$ cat src/rtl/core_wb_ldm.sv
// Write-side controller for the GPR file: merges single-cycle ALU results with
// the load-multiple beat stream onto one registered writeback port.
module core_wb_ldm #(
  parameter int NREGS     = 15,
  parameter int BUF_DEPTH = 2
) (
  input  logic        clk,
  input  logic        rst_n,
  input  logic        alu_valid_i,
  input  logic [3:0]  alu_addr_i,
  input  logic [31:0] alu_data_i,
  input  logic        ldm_start_i,
  input  logic [15:0] ldm_reglist_i,
  input  logic        mem_valid_i,
  input  logic [31:0] mem_data_i,
  output logic        mem_ready_o,
  output logic        ldm_busy_o,
  output logic        ldm_done_o,
  output logic        wb_o,
  output logic [3:0]  wb_addr_o,
  output logic [31:0] wb_data_o
);
  localparam int PW = (BUF_DEPTH > 1) ? $clog2(BUF_DEPTH) : 1;
  localparam int CW = PW + 1;
  localparam logic [16:0] ONE17    = 17'd1;
  localparam logic [15:0] REG_MASK = 16'((ONE17 << NREGS) - ONE17);
  localparam logic [4:0]  NREGS_W  = 5'(NREGS);
  localparam logic [CW-1:0] DEPTH_W = CW'(BUF_DEPTH);

  typedef enum logic [1:0] {IDLE, RUN, DONE} state_e;

  state_e          state_q;
  logic [15:0]     tagmask_q;
  logic [4:0]      left_q;
  logic [PW-1:0]   wptr_q, rptr_q;
  logic [CW-1:0]   cnt_q;
  logic [3:0]      buf_tag_q  [BUF_DEPTH];
  logic [31:0]     buf_data_q [BUF_DEPTH];
  logic            wb_q;
  logic [3:0]      wb_addr_q;
  logic [31:0]     wb_data_q;

  logic [15:0] start_mask;
  logic [3:0]  tag;
  logic        push, pop, last_pop;

  function automatic logic [4:0] popcnt(input logic [15:0] v);
    logic [4:0] n;
    n = '0;
    for (int i = 0; i < 16; i++) n = n + 5'(v[i]);
    return n;
  endfunction

  // Next beat goes to the lowest register still waiting for data.
  always_comb begin
    tag = '0;
    for (int i = 15; i >= 0; i--) if (tagmask_q[i]) tag = 4'(i);
  end

  assign start_mask  = ldm_reglist_i & REG_MASK;
  assign mem_ready_o = (state_q == RUN) && (cnt_q != DEPTH_W) && (tagmask_q != '0);
  assign push        = mem_valid_i && mem_ready_o;
  assign pop         = !alu_valid_i && (cnt_q != '0);
  assign last_pop    = pop && (left_q == 5'd1);
  assign ldm_busy_o  = (state_q == RUN);
  assign ldm_done_o  = (state_q == DONE);
  assign wb_o        = wb_q;
  assign wb_addr_o   = wb_addr_q;
  assign wb_data_o   = wb_data_q;

  always_ff @(posedge clk) begin
    if (push) begin
      buf_tag_q[wptr_q]  <= tag;
      buf_data_q[wptr_q] <= mem_data_i;
    end
  end

  always_ff @(posedge clk or negedge rst_n) begin
    if (!rst_n) begin
      state_q   <= IDLE;
      tagmask_q <= '0;
      left_q    <= '0;
      wptr_q    <= '0;
      rptr_q    <= '0;
      cnt_q     <= '0;
      wb_q      <= 1'b0;
      wb_addr_q <= '0;
      wb_data_q <= '0;
    end else begin
      // ALU always wins the port; an out-of-range ALU target still stalls the drain.
      wb_q <= 1'b0;
      if (alu_valid_i) begin
        wb_q      <= ({1'b0, alu_addr_i} < NREGS_W);
        wb_addr_q <= alu_addr_i;
        wb_data_q <= alu_data_i;
      end else if (pop) begin
        wb_q      <= 1'b1;
        wb_addr_q <= buf_tag_q[rptr_q];
        wb_data_q <= buf_data_q[rptr_q];
      end

      if (push) begin
        wptr_q    <= wptr_q + PW'(1);
        tagmask_q <= tagmask_q & (tagmask_q - 16'd1);
      end
      if (pop) begin
        rptr_q <= rptr_q + PW'(1);
        left_q <= left_q - 5'd1;
      end
      cnt_q <= cnt_q + CW'(push) - CW'(pop);

      case (state_q)
        IDLE: if (ldm_start_i) begin
          tagmask_q <= start_mask;
          left_q    <= popcnt(start_mask);
          state_q   <= (start_mask != '0) ? RUN : DONE;
        end
        RUN:     if (last_pop) state_q <= DONE;
        DONE:    state_q <= IDLE;
        default: state_q <= IDLE;
      endcase
    end
  end
endmodule

$ cat config.mk
export PLATFORM = sky130hd
export DESIGN_NAME = core_wb_ldm
export DESIGN_NICKNAME = d
export VERILOG_FILES = /design/src/rtl/core_wb_ldm.sv
export SDC_FILE = /design/constraint.sdc
export NUM_CORES = 1
export LEC_CHECK = 0
export CORE_MARGIN = 2
export CORE_UTILIZATION = 40
export DETAILED_ROUTE_END_ITERATION = 8
export PLACE_DENSITY = 0.65
export SLEW_MARGIN = 20
export SYNTH_ARGS = -nofsm -noshare
export SYNTH_HDL_FRONTEND = slang
export SYNTH_SLANG_ARGS = --single-unit
$ cat constraint.sdc
create_clock -name clk -period 3.8 [get_ports clk]
set_clock_uncertainty 0.2 [all_clocks]
set_input_delay 0.57 -clock clk [delete_from_list [all_inputs] [get_ports clk]]
set_output_delay 0.57 -clock clk [all_outputs]
set_load 0.02 [all_outputs]
# Word-level counts from Yosys, hierarchy flattened
# Memory sizes are Yosys's and may differ from the RTL's.
# Index checks and enable logic that the tools add are counted.
# word_totals
register_bits	64
memories	2
output_inout_bits	40
inputBits	89
ramBits	72
elab_cells	85
# memory_table
name	depth	width	rd	rd_ports_with_merged_regs	write_ports	line	text
buf_data_q	2	32	1	0	1	38	logic [31:0] buf_data_q [BUF_DEPTH];
buf_tag_q	2	4	1	0	1	37	logic [3:0] buf_tag_q [BUF_DEPTH];
# classes
n_eq_ne	6
order_cmp	1
bitwise_logic	1
addsub	20
mux	34
n_reduce_logical	12
# ops
operator	n
$mux 4	18
$mux 32	2
$add 5x1->5	10
$mux 16	3
$reduce_bool 16->1	2
$and 16x16->16	1
$sub 16x1->16 const B	1
$mux 5	3
$mux 2	3
$add 4x1->5	1
$eq 5x1->1 const B	1
$logic_and 1x1->1	5
$sub 5x1->5 const B	1
$add 3x1->4	1
$lt 4x4->1 const B	1
$mux 1	4
$ne 2x2->1 const B	2
$pmux 2 s2	1
$reduce_bool 2->1	2
$add 2x1->3	1
$add 1x1->1 const B	2
$add 1x1->2	1
$add 2x1->2	1
$eq 2x1->1 const B	1
other kinds (6)	6

# Longest topological paths before layout
# Gate-level depths: netlist of run 1.
# logic_depth
word_depth	16
ltp_mapped	12
ltp_nobuf	12

# Least setup slack after synthesis of run 1
# OpenSTA, ideal clock, no wires.
# synth_timing
path_type	input -> register
from	input ldm_reglist_i[0]
to	register left_q[1]
n_path_buf	0
path_stages	10
t_required_ns	3.517
setup_ns	0.083
slack_ns	-0.069
t_arrival_ns	3.587
path_cell_list	inv_1 fa_1 fa_1 fa_1 fa_1 inv_1 fa_1 inv_1 fa_1 o21ai_0
# synth_via
elab_chain_cells	16
# synth_rtl
item	line	text
start: declaration	13	input logic [15:0] ldm_reglist_i,
$add 1x1->2	50	for (int i = 0; i < 16; i++) n = n + 5'(v[i]);
$add 2x1->3	50	
$add 3x1->4	50	
$add 4x1->5	50	
$add 5x1->5 (10 in series)	50	
$mux 5	113	IDLE: if (ldm_start_i) begin
$mux 5	112	case (state_q)
end signal: assignment	108	left_q <= left_q - 5'd1;
end signal: assignment	115	left_q <= popcnt(start_mask);
end: declaration	34	logic [4:0] left_q;
# Every way passes these cells.
# A chain may end at the register's enable or synchronous reset.

# Worst setup path in the final report of run 1
# layout_timing
from	input ldm_reglist_i[1]
to	register left_q[1]
# The elaborated chain is that of the path after synthesis.

==> results by group, run 1 <==
Outcome
  • Status: finished, final reports clean

Synth
  • Post-Syn Area per Cell: roughly 12 um2
  • Yosys warns: 0
  • Cell taking the most area after synthesis: edfxtp_1
  • Async set-reset flop share out of synthesis: 0.471
  • Top post-synthesis cells by area: edfxtp_1 36%, dfrtp_1 27%, mux2i_1 6.6%, a21oi_1 3.7%, nor2_1 3.6%
  • Top FF cell, synth: edfxtp_1
  • Gate Count Post-Synth: between 500 and 600
  • Syn Nets: 615
  • Number of flops mapped to enable cells by yosys: slightly above 70
  • Post-synth top area share: 0.358
  • Seq/Total Area, Yosys: 0.624
  • Post-synth top cells: 72 x edfxtp_1, 64 x dfrtp_1, 58 x nor2_1
  • Flop and latch count out of synthesis: roughly 140
  • Post-Syn Area: between 0.006 and 0.007 mm2
  • Synth cell types: between 40 and 50
  • Count leader, synth: edfxtp_1

Route
  • ANT nets after route: 0
  • Initial DRT Pass Iterations: 5
  • Total wire length: ~13,000 um
  • Vias per inst: ~5.2
  • WL/cell: between 15 and 20 um
  • DRC: 0
  • DR iter-0 viols: ~320
  • Vias: roughly 4,400

Global route
  • Initial antenna violation count: 0
  • Largest net degree at the start of global routing: 74
  • GRT Total Usage: 0.174
  • Total gr overflow: 0
  • First-pass GRT wire length: about 22,000 um
  • Vias in the first global route: between 4,000 and 5,000

Power and ir drop
  • PD cells: 743 mW/mm2
  • Max VDD drop: between 0.4 and 0.5 mV
  • Leakage: about 0.0033 uW
  • Pwr Total: 6050 uW

Die
  • Chip Width: 127 um
  • Total core area: approximately 0.015 mm2
  • Starting Density: 0.412
  • Num ports: about 130
  • Die Ht: 127 um
  • Rows: 44
  • Die footprint: ~0.016 mm2

STA
  • Rel. slew slack: 0.416
  • Final hold vios: 0
  • Pins Over Slew Limit: 0
  • Hold Slack: 294 ps
  • Setup violators final: 0
  • Fin worst setup slack: 126 ps
  • Worst-Margin Slew: ~880 ps
  • RSZ-0062 raised after global routing: false
  • Final min period: between 3000 and 4000 ps
  • Final worst-path cycle share: 0.967
  • FMAX: about 270 MHz

Cells and area
  • Layout cells sized above 1: 0.110
  • Ant. Diodes: 0
  • Design area: between 0.008 and 0.009 mm2
  • Area delta synth->final: 35.0%
  • Final Non-Filler Cells: roughly 850
  • Layout net count: ~760

Place
  • Placement-stage cell area: 0.00760 mm2
  • DP Wirelength: roughly 9400 um
  • GPL Wtd Cong: between 0.8 and 0.9
  • # port buffers: between 100 and 150
  • Dpl cells: 814
  • Pre-CTS setup slack: -592 ps

Clock tree
  • Deepest clock path buffer count: 2
  • TritonCTS Sinks: about 140
  • Post-CTS Repair Setup Buffers: 0
  • CTS root buf: clkbuf_16
  • TritonCTS buffer count: 17
  • TritonCTS clock tree: built
  • Clock transition at path regs: 60 ps
  • Depth of the CTS H-tree: 4
  • Clk Latency, worst-skew pair: ~410 ps

Worst setup path
  • Critical Path Start Type: primary input
  • Critical path endpoint category: flop
  • CP arrival: approximately 3800 ps
  • Critical path required time: 3930 ps
  • Setup CP Type: in -> reg
  • Critical path peak fanout: 2

Run
  • Maxcap violations: 0

Min path
  • Worst hold path class: in -> reg
## layout make-up
type | instances | area [um2]
tap | 184 | 230
fill | 1223 | 6500
clock inverter | 11 | 82.6
timing repair buffer | 146 | 1410
clock buffer | 21 | 450
inverter | 29 | 109
multi-input combinational | 320 | 2090
sequential | 136 | 3770
## layer usage
metal / track usage / wire length [um]
met1: 0.236 / 6220
met2: 0.272 / 6210
met5: 0 / 0
met4: 0.0711 / 277
met3: 0.0396 / 768
## stage by stage
stage / utilization / TNS [ps]
global route: 0.556 / 0
global placement: 0.519 / -1690
detailed placement: 0.519 / -2020
finish: 0.556 / 0
floorplan: - / 0
CTS: 0.556 / 0
## repair_timing
action	in CTS	in global routing
hold buffers	1	0
pin swaps	8	4
endpoints found under the setup margin	3	3
endpoints found under the hold margin	18	0
gates resized for setup	11	7
## layout by cell type (no fill, tap or decap), drive strengths merged, types with 2 or more instances in the layout
cell type,netlist,routed
clkinvlp,0,2
a211oi,2,2
dlygate4sd2,0,3
clkdlybuf4s50,0,119
inv,29,29
o21ai,42,42
xnor2,5,5
fa,10,10
dfrtp,64,64
nor2b,2,2
nor4,6,6
a221oi,4,4
xor2,4,4
clkbuf,17,24
nand2,54,54
clkinv,0,8
nor3,4,4
mux2i,40,40
ha,7,7
a21oi,46,46
o22ai,5,5
o31ai,2,2
a21o,2,2
nor2,59,59
and2,2,2
a31oi,4,4
a22o,2,2
or4,4,4
nand4,2,2
nand3,2,2
buf,7,20
edfxtp,72,72
o211ai,2,2
## cell families after synthesis
family                     Yosys count  synth area share
muxes                               40            0.0664
AOI/OAI and AO/OA                  115             0.111
xor gates and xnor gates             9            0.0131
buffers and inverters               53            0.0344
adders and majority gates           17            0.0477
and+or+nand+nor                    139             0.104
DFF                                136             0.624
## power breakdown
group	leakage [uW]	total [uW]	internal, uW	switching, uW
logic	0.00157	2120	981	1140
clock network	0.000261	1480	903	582
registers	0.00144	2440	2070	375
total	0.00328	6050	3950	2100
## flip-flops by register name (all words and copies together) (netlist names)
signal      flops
buf_data_q     64
wptr_q          1
wb_data_o      32
cnt_q           2
left_q          5
state_q         2
wb_addr_o       4
buf_tag_q       8
rptr_q          1
wb_o            1
tagmask_q      16
## critical path: stages
cell	delay, ps
dlygate4sd2_1	200
inv_2	40
fa_1	550
fa_1	430
fa_1	460
fa_1	500
inv_2	40
fa_2	380
inv_2	70
fa_2	440
o21ai_2	110
## final timing paths
| kind | depth (start not counted) | slack, ps | start | end |
|---|---|---|---|---|
| setup / recovery | 11 | 130 | ldm_reglist_i[1] | left_q[1]$_DFF_PN0_ |
| hold / removal | 4 | 290 | ldm_reglist_i[9] | tagmask_q[9]$_DFF_PN0_ |
| setup reg to reg | 5 | 1260 | cnt_q[1]$_DFF_PN0_ | buf_tag_q[1][0]$_DFFE_PP_ |
| hold reg to reg | 2 | 330 | tagmask_q[15]$_DFF_PN0_ | tagmask_q[15]$_DFF_PN0_ |
| max in group asynchronous | 3 | 2130 | rst_n | wb_addr_o[0]$_DFFE_PN0P_ |
| min in group asynchronous | 2 | 440 | rst_n | state_q[0]$_DFFE_PN0P_ |
No activity file was read; power rests on OpenSTA's default activity.
==> inputs of run 2 (changes only) <==
--- a/config.mk
+++ b/config.mk
@@ -9,6 +9,7 @@
 export CORE_UTILIZATION = 40
 export DETAILED_ROUTE_END_ITERATION = 8
 export PLACE_DENSITY = 0.65
+export SETUP_SLACK_MARGIN = 0.1
 export SLEW_MARGIN = 20
 export SYNTH_ARGS = -nofsm -noshare
 export SYNTH_HDL_FRONTEND = slang
==> run 2 against run 1 <==
Effect of this change:
- sequential power hardly changed
- flip-flop and latch count is the same
- utilization is 0.27 points higher
- global-route usage decreased by 0.18 points
- non-clock buffer count did not move
- die area is the same
- clock power increased by 7%
- final cell count stayed put
- register-to-register slack worse by 70 ps
- largest power group unchanged
==> results by group, run 2 (synthesized netlist as in run 1, its figures left out) <==
Clock tree
  • Depth of the CTS H-tree: 4 (unchanged)
  • Hold_buf cts: 0 (-1)
  • Deepest clock path buffer count: 2 (unchanged)
  • CTS root buf: clkbuf_16
  • Post-CTS Repair Setup Buffers: 0 (unchanged)
  • Clock transition at path regs: 60 ps (about the same)
  • TritonCTS buffer count: 17 (unchanged)
  • TritonCTS Sinks: 136 (unchanged)
  • Clk Latency, worst-skew pair: 420 ps (about the same)
  • TritonCTS clock tree: built

Global route
  • GRT Total Usage: 0.172 (-0.00177)
  • Initial antenna violation count: 0 (unchanged)
  • Total gr overflow: 0 (unchanged)
  • First-pass GRT wire length: 21,700 um (-0.45%)
  • Largest net degree at the start of global routing: 74 (unchanged)
  • Vias in the first global route: 4,462 (+2.0%)

STA
  • Setup violators final: 0 (unchanged)
  • Final min period: 3570 ps (-107 ps)
  • Worst-Margin Slew: 891 ps (+15.7 ps)
  • Rel. slew slack: 0.406 (-0.0105)
  • Final worst-path cycle share: 0.939 (-0.0281)
  • Final hold vios: 0 (unchanged)
  • FMAX: 280 MHz (+3.0%)
  • RSZ-0062 raised after global routing: true
  • Pins Over Slew Limit: 0 (unchanged)

Die
  • Rows: 44 (unchanged)
  • Total core area: 0.0146 mm2 (unchanged)
  • Starting Density: 0.412 (unchanged)
  • Die Ht: 127 um (unchanged)
  • Num ports: 129 (unchanged)
  • Chip Width: 127 um (unchanged)
  • Die footprint: 0.0161 mm2 (unchanged)

Worst setup path
  • Most frequent CP cell: fa_1
  • Critical path peak fanout: 2 (unchanged)
  • Critical path required time: 3860 ps (-70 ps)
  • Critical path buffer and inverter count: 4 (unchanged)
  • CP Cell Sequence: clkdlybuf4s15_1, inv_2, fa_1, fa_1, fa_1, fa_1, inv_2, fa_2, inv_2, fa_2, xnor2_2, nand2_1, o21ai_1
  • R2r startpoint: cnt_q[1]$_DFF_PN0_
  • Critical path endpoint category: flop
  • Slowest stage cell on the critical path: fa_1
  • R2R Setup Slk: 1190 ps (-70 ps)
  • Max incr delay on CP: 510 ps (-40 ps)
  • Critical Path Start Type: primary input
  • Crit path max-delay family: adder cells
  • Setup CP Type: in -> reg
  • R2R Path End: buf_data_q[0][2]$_DFFE_PP_
  • CP Depth: 13 (+2)
  • FF-to-FF path depth: 6 (+1)
  • CP arrival: 3630 ps (-180 ps)

Power and ir drop
  • Flop pwr share: 0.396 (-0.007)
  • Clock Power Share: 0.257 (+0.012)
  • Leakage: 0.00330 uW (+0.69%)
  • Sw frac: 0.340 (-0.00696)
  • Logic gate share of total power: 0.347 (-0.004)
  • P_int: 4060 uW (+2.8%)
  • PD cells: 752 mW/mm2 (+1.2%)
  • Max VDD drop: 0.492 mV (+4.4%)
  • Sw Pwr: 2090 uW (-0.31%)

Min path
  • Worst hold path class: in -> async

Cells and area
  • Max FFs per register: 64 (unchanged)
  • FF/Latch Area: 0.00377 mm2 (unchanged)
  • Area delta synth->final: 35.7%
  • Layout cells sized above 1: 0.116 (+0.00603)
  • Final Non-Filler Cells: 847 (unchanged)
  • Reg with most FFs: buf_data_q
  • Design area: 0.00818 mm2 (+0.49%)
  • Multi-input combinational cell area: 0.00209 mm2 (about the same)
  • Final-layout fill cell count: 1,263 (+3.3%)
  • Ant. Diodes: 0 (unchanged)
  • Most common cell after layout, fill and taps aside: clkdlybuf4s50_1
  • Most frequent cells in the layout: 119 x clkdlybuf4s50_1, 72 x edfxtp_1, 63 x dfrtp_1
  • Util after Layout: 0.559 (+0.00273)
  • Layout net count: 756 (unchanged)

Place
  • Placement-stage cell area: 0.00761 mm2 (about the same)
  • DP Wirelength: 9450 um (+0.12%)
  • GPL Wtd Cong: 0.844 (-1.7%)
  • # port buffers: 127 (unchanged)
  • Dpl cells: 815 (+0.12%)

Route
  • WL/cell: 15.9 um (-0.30%)
  • DR iter-0 viols: 250 (-21%)
  • ANT nets after route: 0 (unchanged)
  • DRC: 0 (unchanged)
  • Vias: 4,319 (-1.5%)
  • Initial DRT Pass Iterations: 4 (-1)
  • Total wire length: 13,400 um (-0.30%)
  • Vias per inst: 5.10 (-1.5%)

Run
  • Maxcap violations: 0 (unchanged)

Outcome
  • Status: finished, final reports clean
run 2: power groups by stage:
stage,sequential [uW],clock [uW],combinational [uW]
3_5_place_dp,2460,0,2130
2_1_floorplan,2460,0,1300
4_1_cts,2440,1600,2150
3_3_place_gp,2440,0,2080
5_1_grt,2500,1670,2380
6_report,2440,1580,2140
run 2: cell type report:
| type | instances | share of cell area |
|---|---|---|
| inverter | 29 | 0.0133 |
| clock inverter | 11 | 0.0125 |
| clock buffer | 21 | 0.0575 |
| timing repair buffer | 146 | 0.173 |
| multi-input combinational | 320 | 0.255 |
| sequential | 136 | 0.460 |
| tap | 184 | 0.0281 |
run 2: metal layers:
| metal | wire [um] | vias to the layer above | global-route usage |
|---|---|---|---|
| met1 | 6100 | 2074 | 0.222 |
| met4 | 282 | 0 | 0.0795 |
| met2 | 6260 | 131 | 0.277 |
| met5 | 0 | - | 0 |
| met3 | 784 | 25 | 0.0401 |
| li1 | - | 2089 | - |
run 2: timing repair:
action	CTS	global route
pin swaps	5	8
endpoints found under the setup margin	3	3
resized for setup	14	16
run 2: worst max path at each step:
stage                           from                  end
global placement    ldm_reglist_i[5]  left_q[2]$_DFF_PN0_
detailed placement  ldm_reglist_i[3]  left_q[2]$_DFF_PN0_
global route        ldm_reglist_i[7]  left_q[2]$_DFF_PN0_
CTS                 ldm_reglist_i[9]  left_q[1]$_DFF_PN0_
finish              ldm_reglist_i[1]  left_q[2]$_DFF_PN0_
floorplan           ldm_reglist_i[5]  left_q[1]$_DFF_PN0_
run 2: stage by stage:
stage | setup TNS [ps] | setup slack (ps) | power, uW | hold slack [ps]
floorplan | 0 | 44.7 | 3760 | 74.4
global placement | -1680 | -513 | 4520 | 321
detailed placement | -1920 | -593 | 4600 | 325
CTS | 0 | 102 | 6190 | 42.6
global route | 0 | 97.2 | 6540 | 77.0
finish | 0 | 233 | 6150 | 27.3
==> inputs of run 3 (changes only) <==
--- a/config.mk
+++ b/config.mk
@@ -5,6 +5,7 @@
 export SDC_FILE = /design/constraint.sdc
 export NUM_CORES = 1
 export LEC_CHECK = 0
+export CAP_MARGIN = 20
 export CORE_MARGIN = 2
 export CORE_UTILIZATION = 40
 export DETAILED_ROUTE_END_ITERATION = 8
==> constraint.sdc (replaced) <==
create_clock -name clk -period 3.8 [get_ports clk]
set_clock_uncertainty 0.2 [all_clocks]
set_input_delay 0.57 -clock clk [delete_from_list [all_inputs] [get_ports clk]]
set_output_delay 0.57 -clock clk [all_outputs]
set_load 0.1 [all_outputs]
==> run 3 against run 2 <==
Effect of this change:
- non-clock buffer count up 1
- sequential power about the same
- wire length down 0.91%
- die area unchanged
- via count up 0.72%
- count of clock-buffer cells in the layout up 1
- fmax down 1.2%
- worst setup slack worse by 44 ps
==> results by group, run 3 (synthesized netlist as in run 1, its figures left out) <==
Outcome
  • Status: finished, final reports clean

Clock tree
  • Deepest clock path buffer count: 2 (unchanged)
  • TritonCTS buffer count: 17 (unchanged)
  • Clk Latency, worst-skew pair: 410 ps (about the same)
  • CTS root buf: clkbuf_16
  • Clock transition at path regs: 50 ps (about the same)
  • TritonCTS clock tree: built
  • Depth of the CTS H-tree: 4 (unchanged)
  • Post-CTS Repair Setup Buffers: 0 (unchanged)
  • TritonCTS Sinks: 136 (unchanged)

STA
  • RSZ-0062 raised after global routing: false
  • Fin worst setup slack: 189 ps (-43.7 ps)
  • Final hold vios: 0 (unchanged)
  • Worst-Margin Slew: 1040 ps (+146 ps)
  • Pins Over Slew Limit: 0 (unchanged)
  • Final worst-path cycle share: 0.950 (+0.0115)
  • Final min period: 3610 ps (+43.7 ps)
  • FMAX: 277 MHz (-1.2%)
  • Setup violators final: 0 (unchanged)
  • Rel. slew slack: 0.306 (-0.0998)
  • Post-Route Setup TNS: 0 ps (unchanged)

Global route
  • First-pass GRT wire length: 21,600 um (-0.51%)
  • Vias in the first global route: 4,406 (-1.3%)
  • GRT Total Usage: 0.173 (+0.000592)
  • Total gr overflow: 0 (unchanged)
  • Largest net degree at the start of global routing: 74 (unchanged)
  • Initial antenna violation count: 0 (unchanged)

Route
  • ANT nets after route: 0 (unchanged)
  • DR iter-0 viols: 327 (+31%)
  • WL/cell: 15.7 um (-1.0%)
  • Total wire length: 13,300 um (-0.91%)
  • Vias: 4,350 (+0.72%)
  • DRC: 0 (unchanged)
  • Initial DRT Pass Iterations: 5 (+1)
  • Vias per inst: 5.13 (+0.60%)

Cells and area
  • Final Non-Filler Cells: 848 (+0.12%)
  • Max FFs per register: 64 (unchanged)
  • FF/Latch Area: 0.00377 mm2 (unchanged)
  • Most common cell after layout, fill and taps aside: clkdlybuf4s50_1
  • Reg with most FFs: buf_data_q
  • Multi-input combinational cell area: 0.00210 mm2 (+0.36%)
  • Ant. Diodes: 0 (unchanged)
  • Most frequent cells in the layout: 117 x clkdlybuf4s50_1, 72 x edfxtp_1, 63 x dfrtp_1
  • Final-layout fill cell count: 1,247 (-1.3%)
  • Area delta synth->final: 35.3%
  • Layout cells sized above 1: 0.116 (-0.000175)
  • Layout net count: 757 (+0.13%)

Place
  • DP Wirelength: 9480 um (+0.36%)
  • Dpl cells: 815 (unchanged)
  • Pre-CTS setup slack: -596 ps (-3.02 ps)
  • GPL Wtd Cong: 0.864 (+2.3%)
  • # port buffers: 127 (unchanged)

Power and ir drop
  • Leakage: 0.00329 uW (-0.35%)
  • Max VDD drop: 0.433 mV (-12%)
  • PD cells: 854 mW/mm2 (+14%)
  • Pwr Total: 6970 uW (+13%)

Worst setup path
  • Setup CP Type: in -> reg
  • Critical path peak fanout: 2 (unchanged)
  • Critical path endpoint category: flop
  • CP arrival: 3750 ps (+120 ps)
  • Critical Path Start Type: primary input
  • Critical path required time: 3940 ps (+80 ps)

Die
  • Die Ht: 127 um (unchanged)
  • Chip Width: 127 um (unchanged)
  • Total core area: 0.0146 mm2 (unchanged)
  • Starting Density: 0.412 (unchanged)
  • Rows: 44 (unchanged)
  • Num ports: 129 (unchanged)
  • Die footprint: 0.0161 mm2 (unchanged)

Min path
  • Worst hold path class: reg -> reg

Run
  • Maxcap violations: 0 (unchanged)
run 3: changes by cell type in the layout (fill, tap and decap cells not counted), sizes merged:
cell and change:
clkdlybuf4s15 +2, clkdlybuf4s50 -2, clkinv -2, clkinvlp +1
dlygate4sd2 +1, dlygate4sd3 +1
run 3: what timing repair did:
item                                   CTS  global route
setup endpoints to repair                3             3
gates resized for setup                 18             4
endpoints found under the hold margin   25             0
hold buffers                             1             0
pin swaps                                8             7
run 3: cell type report:
type | count | area share
flip-flops and latches | 136 | 0.462
multi-input cells | 320 | 0.257
repair buffers | 147 | 0.172
clock buffers | 22 | 0.0557
well taps | 184 | 0.0282
inverters | 29 | 0.0133
clock inverters | 10 | 0.0126
run 3: power breakdown:
part	leakage (uW)	internal [uW]	total [uW]	switching (uW)
Sequential	0.00144	2070	2430	368
Clock	0.000269	972	1540	573
Combinational	0.00158	969	2990	2020
run 3: worst paths after layout:
check                               startpoint                           to  slack (ps)  cells after the start
max in group asynchronous                rst_n           rptr_q$_DFFE_PN0P_        1910                      3
min in group asynchronous                rst_n       state_q[1]$_DFFE_PN0P_         500                      2
min reg2reg                left_q[4]$_DFF_PN0_          left_q[4]$_DFF_PN0_         340                      2
max reg2reg                 cnt_q[1]$_DFF_PN0_  buf_data_q[0][15]$_DFFE_PP_        1170                      6
min                        left_q[4]$_DFF_PN0_          left_q[4]$_DFF_PN0_         340                      2
max                           ldm_reglist_i[9]          left_q[1]$_DFF_PN0_         190                     11
run 3: through the flow:
step | area (um2) | util | hold slack (ps)
floorplan | 6050 | - | 74.4
global placement | 7590 | 0.518 | 321
detailed placement | 7590 | 0.518 | 321
CTS | 8150 | 0.557 | 338
global route | 8160 | 0.557 | 366
finish | 8160 | 0.557 | 336
run 3: critical path, stage by stage:
cell             delay (ps)
clkdlybuf4s15_2         200
fa_1                    490
inv_1                    60
fa_1                    520
fa_1                    430
fa_1                    510
inv_2                    40
fa_2                    340
inv_2                    70
fa_2                    430
o21ai_2                 110
run 3: metal layers:
layer,wire length (um),share of wire,track usage
met5,0,0,0
met4,217,0.016,0.0659
met3,761,0.057,0.0413
met2,6310,0.47,0.284
met1,6020,0.45,0.222
